**src/rtl/uart_frame_responder.sv**
```systemverilog
// uart_frame_responder: device end of the host link. It parses HDR, LEN, payload and CHK
// frames from the UART receiver and answers with an ACK or NAK frame through the transmitter.
// Optional macro PAYLOAD_ECHO_EN: the ACK also echoes LEN and the payload, which adds a
// MAX_LEN x 8 payload buffer.
module uart_frame_responder #(
  parameter int unsigned MAX_LEN     = 16,
  parameter int unsigned TIMEOUT_CYC = 500000,
  parameter logic [7:0]  HDR         = 8'hA5
) (
  input  logic       clk,
  input  logic       reset,
  input  logic       rx_done_tick,
  input  logic [7:0] r_data,
  input  logic       tx_done_tick,
  output logic       tx_start,
  output logic [7:0] w_data,
  output logic       busy,
  output logic       frame_ok_tick,
  output logic       frame_err_tick,
  output logic [7:0] err_code
);

  localparam int unsigned TW = $clog2(TIMEOUT_CYC + 1);

  localparam logic [2:0] StIdle = 3'd0;
  localparam logic [2:0] StLen  = 3'd1;
  localparam logic [2:0] StPay  = 3'd2;
  localparam logic [2:0] StChk  = 3'd3;
  localparam logic [2:0] StDec  = 3'd4;  // decision pulse cycle, first byte loaded
  localparam logic [2:0] StSend = 3'd5;
  localparam logic [2:0] StWait = 3'd6;

  logic [2:0]    state_q, state_d;
  logic [7:0]    len_q, len_d;
  logic [7:0]    acc_q, acc_d;
  logic [7:0]    idx_q, idx_d;
  logic [TW-1:0] timer_q, timer_d;
  logic          ack_q, ack_d;
  logic [7:0]    err_code_q, err_code_d;
  logic          frame_ok_q, frame_ok_d;
  logic          frame_err_q, frame_err_d;
  logic [7:0]    w_data_q, w_data_d;
  logic [8:0]    tx_idx_q, tx_idx_d;  // 9 bits: an echoed ACK can be LEN+3 bytes long

  logic       in_get;
  logic       timeout;
  logic       err_set;
  logic [7:0] err_val;
  logic [8:0] nxt_idx;
  logic [8:0] last_idx;
  logic [7:0] next_byte;

  assign in_get  = (state_q == StLen) || (state_q == StPay) || (state_q == StChk);
  // A byte in the expiry cycle takes priority over the timeout.
  assign timeout = (timer_q == TW'(TIMEOUT_CYC - 1)) && !rx_done_tick;
  assign nxt_idx = tx_idx_q + 9'd1;

`ifdef PAYLOAD_ECHO_EN
  logic [7:0] buf_q [MAX_LEN];
  logic [7:0] echo_byte;
  logic [7:0] echo_sel;

  // Payload capture; data registers need no reset.
  always_ff @(posedge clk) begin
    for (int i = 0; i < int'(MAX_LEN); i++) begin
      if ((state_q == StPay) && rx_done_tick && (idx_q == 8'(i))) buf_q[i] <= r_data;
    end
  end

  // Select the payload byte for echo slot nxt_idx (payload starts at response index 2).
  always_comb begin
    echo_sel  = 8'(nxt_idx - 9'd2);
    echo_byte = 8'h00;
    for (int i = 0; i < int'(MAX_LEN); i++) begin
      if (echo_sel == 8'(i)) echo_byte = buf_q[i];
    end
  end

  assign last_idx = ack_q ? ({1'b0, len_q} + 9'd2) : 9'd1;

  // Byte following the current one in the response.
  always_comb begin
    next_byte = err_code_q;
    if (ack_q) begin
      if (nxt_idx == 9'd1)          next_byte = len_q;
      else if (nxt_idx == last_idx) next_byte = acc_q;
      else                          next_byte = echo_byte;
    end
  end
`else
  assign last_idx  = 9'd1;
  // Byte following the current one in the response.
  assign next_byte = ack_q ? acc_q : err_code_q;
`endif

  // Parser, timeout and response sequencer next-state logic.
  always_comb begin
    state_d     = state_q;
    len_d       = len_q;
    acc_d       = acc_q;
    idx_d       = idx_q;
    timer_d     = '0;
    ack_d       = ack_q;
    err_code_d  = err_code_q;
    frame_ok_d  = 1'b0;
    frame_err_d = 1'b0;
    w_data_d    = w_data_q;
    tx_idx_d    = tx_idx_q;
    err_set     = 1'b0;
    err_val     = 8'h00;

    if (in_get && !rx_done_tick) timer_d = timer_q + TW'(1);

    case (state_q)
      StIdle: begin
        if (rx_done_tick && (r_data == HDR)) begin
          state_d = StLen;
          acc_d   = 8'h00;
          idx_d   = 8'h00;
        end
      end
      StLen: begin
        if (rx_done_tick) begin
          if ((r_data == 8'h00) || (r_data > 8'(MAX_LEN))) begin
            err_set = 1'b1;
            err_val = 8'h02;
          end else begin
            len_d   = r_data;
            acc_d   = r_data;
            idx_d   = 8'h00;
            state_d = StPay;
          end
        end else if (timeout) begin
          err_set = 1'b1;
          err_val = 8'h03;
        end
      end
      StPay: begin
        if (rx_done_tick) begin
          acc_d = acc_q + r_data;
          idx_d = idx_q + 8'd1;
          if ((idx_q + 8'd1) == len_q) state_d = StChk;
        end else if (timeout) begin
          err_set = 1'b1;
          err_val = 8'h03;
        end
      end
      StChk: begin
        if (rx_done_tick) begin
          if (r_data == acc_q) begin
            frame_ok_d = 1'b1;
            ack_d      = 1'b1;
            state_d    = StDec;
          end else begin
            err_set = 1'b1;
            err_val = 8'h01;
          end
        end else if (timeout) begin
          err_set = 1'b1;
          err_val = 8'h03;
        end
      end
      StDec: begin
        tx_idx_d = 9'd0;
        w_data_d = ack_q ? 8'h06 : 8'h15;
        state_d  = StSend;
      end
      StSend: state_d = StWait;
      StWait: begin
        if (tx_done_tick) begin
          if (tx_idx_q == last_idx) begin
            state_d = StIdle;
          end else begin
            tx_idx_d = nxt_idx;
            w_data_d = next_byte;
            state_d  = StSend;
          end
        end
      end
      default: state_d = StIdle;
    endcase

    if (err_set) begin
      frame_err_d = 1'b1;
      err_code_d  = err_val;
      ack_d       = 1'b0;
      state_d     = StDec;
    end
  end

  // State registers with synchronous reset.
  always_ff @(posedge clk) begin
    if (reset) begin
      state_q     <= StIdle;
      len_q       <= 8'h00;
      acc_q       <= 8'h00;
      idx_q       <= 8'h00;
      timer_q     <= '0;
      ack_q       <= 1'b0;
      err_code_q  <= 8'h00;
      frame_ok_q  <= 1'b0;
      frame_err_q <= 1'b0;
      w_data_q    <= 8'h00;
      tx_idx_q    <= 9'd0;
    end else begin
      state_q     <= state_d;
      len_q       <= len_d;
      acc_q       <= acc_d;
      idx_q       <= idx_d;
      timer_q     <= timer_d;
      ack_q       <= ack_d;
      err_code_q  <= err_code_d;
      frame_ok_q  <= frame_ok_d;
      frame_err_q <= frame_err_d;
      w_data_q    <= w_data_d;
      tx_idx_q    <= tx_idx_d;
    end
  end

  assign tx_start       = (state_q == StSend);
  assign w_data         = w_data_q;
  assign busy           = (state_q != StIdle) && (state_q != StLen);
  assign frame_ok_tick  = frame_ok_q;
  assign frame_err_tick = frame_err_q;
  assign err_code       = err_code_q;

endmodule

```
**config.mk**
```make
export PLATFORM = sky130hd
export DESIGN_NAME = uart_frame_responder
export DESIGN_NICKNAME = d
export VERILOG_FILES = /design/src/rtl/uart_frame_responder.sv
export SDC_FILE = /design/constraint.sdc
export NUM_CORES = 1
export LEC_CHECK = 0
export CORE_MARGIN = 2
export CORE_UTILIZATION = 58
export CTS_CLUSTER_SIZE = 10
export DETAILED_ROUTE_END_ITERATION = 10
export HOLD_SLACK_MARGIN = 0.05
export PLACE_DENSITY = 0.92
export SLEW_MARGIN = 20
export SYNTH_ARGS = -nofsm -noshare
export SYNTH_HDL_FRONTEND = slang
export SYNTH_SLANG_ARGS = --single-unit
```
**constraint.sdc**
```tcl
create_clock -name clk -period 2.2 [get_ports clk]
set_input_delay 0.44 -clock clk [delete_from_list [all_inputs] [get_ports clk]]
set_output_delay 0.44 -clock clk [all_outputs]
set_load 0.03 [all_outputs]
```
# Yosys cells after proc, flatten, opt, wreduce, memory -nomap -nowiden
# Cells that the tools add are included.
[totals]
input_bits = 12
ff_bits = 74
output_inout_bits = 20
[classes]
reduce_logical = 22
add_sub_neg = 4
bitwise_logic = 4
mux = 44
eq_ne = 29
magnitude_cmp = 1
[op_table]
columns = ["operator", "count"]
rows = [
  ["8-bit two-way mux", 12],
  ["8-bit one-hot mux with 3 select lines", 3],
  ["3-bit two-way mux", 10],
  ["3-bit one-hot mux with 7 select lines", 1],
  ["19-bit by 1-bit adder with 19-bit output, second input constant", 1],
  ["19-bit equality test, second input constant", 1],
  ["9-bit two-way mux", 2],
  ["3-bit != test, second input constant", 6],
  ["9-bit one-hot mux with 2 select lines", 1],
  ["8-bit equality test", 2],
  ["8-bit one-hot mux with 2 select lines", 1],
  ["8-bit AND reduction", 2],
  ["2-bit != test, second input constant", 7],
  ["9-bit by 1-bit adder with 9-bit output, second input constant", 1],
  ["3-bit equality test, second input constant", 3],
  ["9-bit by 1-bit equality test with 1-bit output, second input constant", 1],
  ["1-bit two-way mux", 9],
  ["3-bit AND reduction", 3],
  ["8-bit by 1-bit adder with 8-bit output, second input constant", 1],
  ["8-bit adder", 1],
  ["8-bit equality test, second input constant", 1],
  ["8-bit by 5-bit > comparator with 1-bit output, second input constant", 1],
  ["8-bit zero test", 1],
  ["3-bit by 2-bit equality test with 1-bit output, second input constant", 2],
  ["other kinds (17)", 31],
]

# Longest topological paths before layout
[logic_depth]
ltp_word = 7
mapped_depth = 9

# Worst setup path before layout
# No wires, ideal clock.
[synth_path]
kind = "input -> register"
startpoint = "in r_data[4]"
endpoint = "reg state_q[0]"
path_buffers = 0
stages = 7
required_ps = 2127
arrival_ps = 1940
setup_ps = 73
slack_ps = 188
path_cell_list = "ha_1 -> nor4_1 -> a31o_1 -> o32a_4 -> a21oi_4 -> or2_4 -> nor3b_2"
[synth_via]
elab_chain_len = 6
[synth_rtl]
columns = ["element", "line", "text"]
rows = [
  ["from (decl)", "13", "input logic [7:0] r_data,"],
  ["8-bit by 5-bit > comparator with 1-bit output / 8-bit zero test (equally long branches)", "124", "if ((r_data == 8'h00) || (r_data > 8'(MAX_LEN))) begin"],
  ["1-bit logical OR", "124", ""],
  ["1-bit two-way mux", "124", ""],
  ["1-bit two-way mux", "123", "if (rx_done_tick) begin"],
  ["1-bit one-hot mux with 3 select lines", "114", "case (state_q)"],
  ["2-bit OR reduction (no source line)", "n/a", ""],
  ["to (signal assigned)", "194", "state_q <= StIdle;"],
  ["to (signal assigned)", "206", "state_q <= state_d;"],
  ["to (decl)", "33", "logic [2:0] state_q, state_d;"],
]
# Several ways; a longest one is shown, not always the timed one.
# A chain may end at the register's enable or synchronous reset.

# Final worst setup path
[layout_path]
startpoint = "in r_data[3]"
endpoint = "reg acc_q[4]"
[layout_via]
elab_chain_len = 4
[layout_rtl]
columns = ["element", "line", "text"]
rows = [
  ["8-bit by 5-bit > comparator with 1-bit output (tied with other cells)", "124", ""],
  ["1-bit logical OR / 1-bit logical AND (equally long branches)", "124, 116", ""],
  ["2-bit != test (no source line)", "n/a", ""],
  ["5-bit AND reduction (no source line)", "n/a", ""],
  ["to (signal assigned)", "196", "acc_q <= 8'h00;"],
  ["to (signal assigned)", "208", "acc_q <= acc_d;"],
  ["to (decl)", "35", "logic [7:0] acc_q, acc_d;"],
]
# Several ways; a longest one is shown, not always the timed one. The select of a mux whose other input is x is not followed.

==> run summary <==
* **Final min period** 2.13 ns
* **routability-driven placement congestion ratio** 0.914
* **commonest non-fill, non-tap cell in the layout** nor2_1
* **run status** finished clean
* **clock-pin slew on the worst setup and hold paths** 0.07 ns
* **yosys synthesis warning count** 0
* **Cell Area, Synth** 3720 um2
* **Num Clock Sinks** 68
* **count of input and output buffers** 25
* **number of core rows** 29
* **Worst Path Required** 2.46 ns
* **starting density of the core** 59.2%
* **mean number of vias per cell** 6.22
* **max cap viols** 0
* **overall overflow remaining after global route** 0
* **number of cells in the finished layout apart from fillers** 587
* **Vert. Die Dim** 84.0 um
* **Final Routed Wirelength** 9880 um
* **final hold vios** 0
* **Final period util** 96.9%
* **Core Box Area** 6280 um2
* **placed instance count** 571
* **vias post-DR** 3,651
* **worst-case vdd ir drop** 0.505 mV
* **Total Die Area** 7060 um2
* **Post-DRT Antenna Nets** 0
* **# nets final** 530
* **critical path, cell by cell** dlygate4sd2_1 -> buf_4 -> or4b_1 -> o21ai_2 -> a32o_2 -> buf_4 -> nor2_1 -> a211oi_1
* **cts hold-fix bufs** 0
* **Worst Path Arrival** 2.39 ns
* **Worst Tran Pin Value** 1.04 ns
* **relative area change from synthesis to final layout** 22.7%
* **share of the yosys chip area belonging to registers** 36.6%
* **number of top-level design ports** 32
* **Slew headroom** 30.0%
* **startpoint of the worst register-to-register path** acc_q[4]
* **ratio of total power to cell area** 738 nW/um2
* **cell family with the largest share of critical-path delay** compound AO/OA/AOI/OAI gates
* **async set-or-reset flop fraction in the synthesized netlist** 0%
* **DRC errors left** 0
* **antenna violations before repair** 0
* **post-synth cell types** 62
* **post-DR wirelength/cell** 16.8 um
* **wire length of the first global-routing pass** 16,700 um
* **critical path endpoint category** register
* **worst clock skew on the final layout** 0.0110 ns
* **via count of the first global-routing pass** 3,584
* **gate count after technology mapping** 451
* **prevailing post-synth register cell** dfxtp_1
* **worst-skew pair later-pin latency** 0.36 ns
* **origin of the worst setup path** r_data[3]
* **slowest cell on the critical path** or4b_1
* **number of diodes added for antenna fixing** 0
* **Fin Setup TNS** 0 ns
* **setup repair after global routing missed its margin** no
* **DIE WIDTH** 84.0 um
* **top fanout value on the critical path** 8
* **EDFF count, synth** 0
* **Final HPWL DP** 6730 um
* **crit-path max cell delay** 0.57 ns
* **final slew viol count** 0
* **Post-Syn Area per Cell** 8.24 um2
* **count of routing violations after the opening detailed-route iteration** 385
* **most frequent cells in the layout** nor2_1, dfxtp_1, buf_4
* **DRT Pass-1 Iters** 6
* **TritonCTS Buffers** 9
* **Crit path buffers/inverters** 3
* **PnR Total Power** 3.37 mW
* **CP Class** in2reg
* **CTS H-tree lvls** 3
* **fraction of final layout cells sized beyond drive strength 1** 15.9%
* **worst hold path type** reg2reg
* **setup violators final** 0
* **clock tree from TritonCTS** done
* **post-CTS setup-driven buffer insertion count** 0
* **hold wc startpoint** w_data[1]
* **maximum number of pins on one net before global-route repair** 23
* **Max Clock Freq** 0.469 GHz
* **deepest clock path buffer count** 2
* **root buf cell** clkbuf_8
* **#FFs+latches synth** 68
* **most used cell along the critical path** buf_4
* **element type at the critical path start** primary input
* **worst-case hold slack** 0.461 ns
* **total leakage power** 1.69 nW
* **all-layer global routing usage** 29.1%
[per-stage QoR]
stage | util, % | cell area [um2] | setup slack (ns)
final | 72.6 | 4560 | 0.0676
after CTS | 72.3 | 4540 | 0.00208
after global routing | 72.6 | 4560 | 0.0222
after detailed placement | 67.5 | 4240 | -0.466
after global placement | 67.5 | 4240 | -0.416
after floorplan | - | 3730 | 0.188
[logic make-up after synthesis]
family,count (synthesis),synth area share [%]
mux,8,2.32
other cells,1,0.101
buf+inv,43,5.45
simple gates,190,26.2
xor+xnor,36,8.48
flops,68,36.6
fa+ha+maj,12,4.24
compound gates,93,16.6
[path summary, 6_finish.rpt]
check                           slack, ns          end  depth (start not counted)
worst min-delay path                 0.46    w_data[1]                          2
worst max register to register       0.12  err_code[1]                          9
worst min register to register       0.46    w_data[1]                          2
worst max-delay path                 0.07     acc_q[4]                          8
[flip-flops by register name (all words and copies together), names as in the netlist]
register / flops
frame_ok_tick: 1
timer_q: 19
state_q: 3
tx_idx_q: 9
frame_err_tick: 1
err_code: 2
ack_q: 1
w_data: 8
len_q: 8
idx_q: 8
acc_q: 8
[layout make-up]
cell class | instances | area (um2)
clock inverters | 3 | 68.8
flip-flops and latches | 68 | 1360
fillers | 449 | 1720
repair buffers | 64 | 541
inverters | 17 | 63.8
multi-input cells | 346 | 2260
clock buffers | 12 | 165
well taps | 77 | 96.3
[power breakdown]
part / total (mW) / internal (mW) / switching, mW / leakage (nW)
clock: 1.21 / 0.727 / 0.484 / 0.119
sequential: 1.35 / 1.28 / 0.0644 / 0.548
combinational: 0.808 / 0.342 / 0.466 / 1.02
[synthesized netlist by cell type, types with 2 or more instances]
master / n / area share (%)
nor3b_2: 2 / 0.67
o211a_1: 2 / 0.54
nor2_1: 74 / 7.5
ha_1: 11 / 3.7
a31oi_1: 4 / 0.67
or4_1: 2 / 0.40
buf_4: 9 / 1.8
nor4b_1: 5 / 1.2
nand3_2: 2 / 0.54
buf_2: 6 / 0.81
inv_1: 16 / 1.6
mux2i_1: 6 / 1.6
nand2_1: 26 / 2.6
a211oi_1: 10 / 2.0
xnor2_1: 16 / 3.8
o2111ai_1: 3 / 0.71
o21ai_0: 21 / 2.8
and3_1: 12 / 2.0
xor2_1: 20 / 4.7
clkbuf_1: 11 / 1.1
nor3b_1: 2 / 0.40
o31ai_1: 3 / 0.61
dfxtp_1: 68 / 37
a21o_1: 3 / 0.61
or2_2: 2 / 0.34
o32ai_1: 2 / 0.47
nand2b_1: 3 / 0.51
nand4b_1: 2 / 0.47
nand4_1: 7 / 1.2
a22oi_1: 2 / 0.40
or3_1: 2 / 0.34
nor4_1: 9 / 1.5
a21oi_1: 30 / 4.0
nor3_1: 16 / 2.2
nand3_1: 15 / 2.0
[per-layer routing]
metal | track usage, % | part of all wire (%) | up-vias
met3 | 6.53 | 8.0 | 48
met1 | 36.3 | 41 | 1695
li1 | - | - | 1707
met2 | 48.1 | 48 | 201
met5 | 0 | 0 | -
met4 | 12.8 | 3.2 | 0
[worst reg2reg max path, cell delays in order (launching register included)]
cell and delay (ns):
dfxtp_1 0.37, ha_4 0.29, nor4_1 0.05, buf_4 0.13, a31o_1 0.23, o32a_4 0.38, a21oi_4 0.20, buf_4 0.15
nor2_1 0.05, a211oi_2 0.18
[timing repair]
action                                  in CTS  in global routing
gates cloned                                 1                  0
hold endpoints to repair                     0                  0
pin swaps                                    7                  1
gates resized for setup                     14                  4
endpoints found under the setup margin      12                  7
Note: power is estimated with default switching activity, not from simulation.
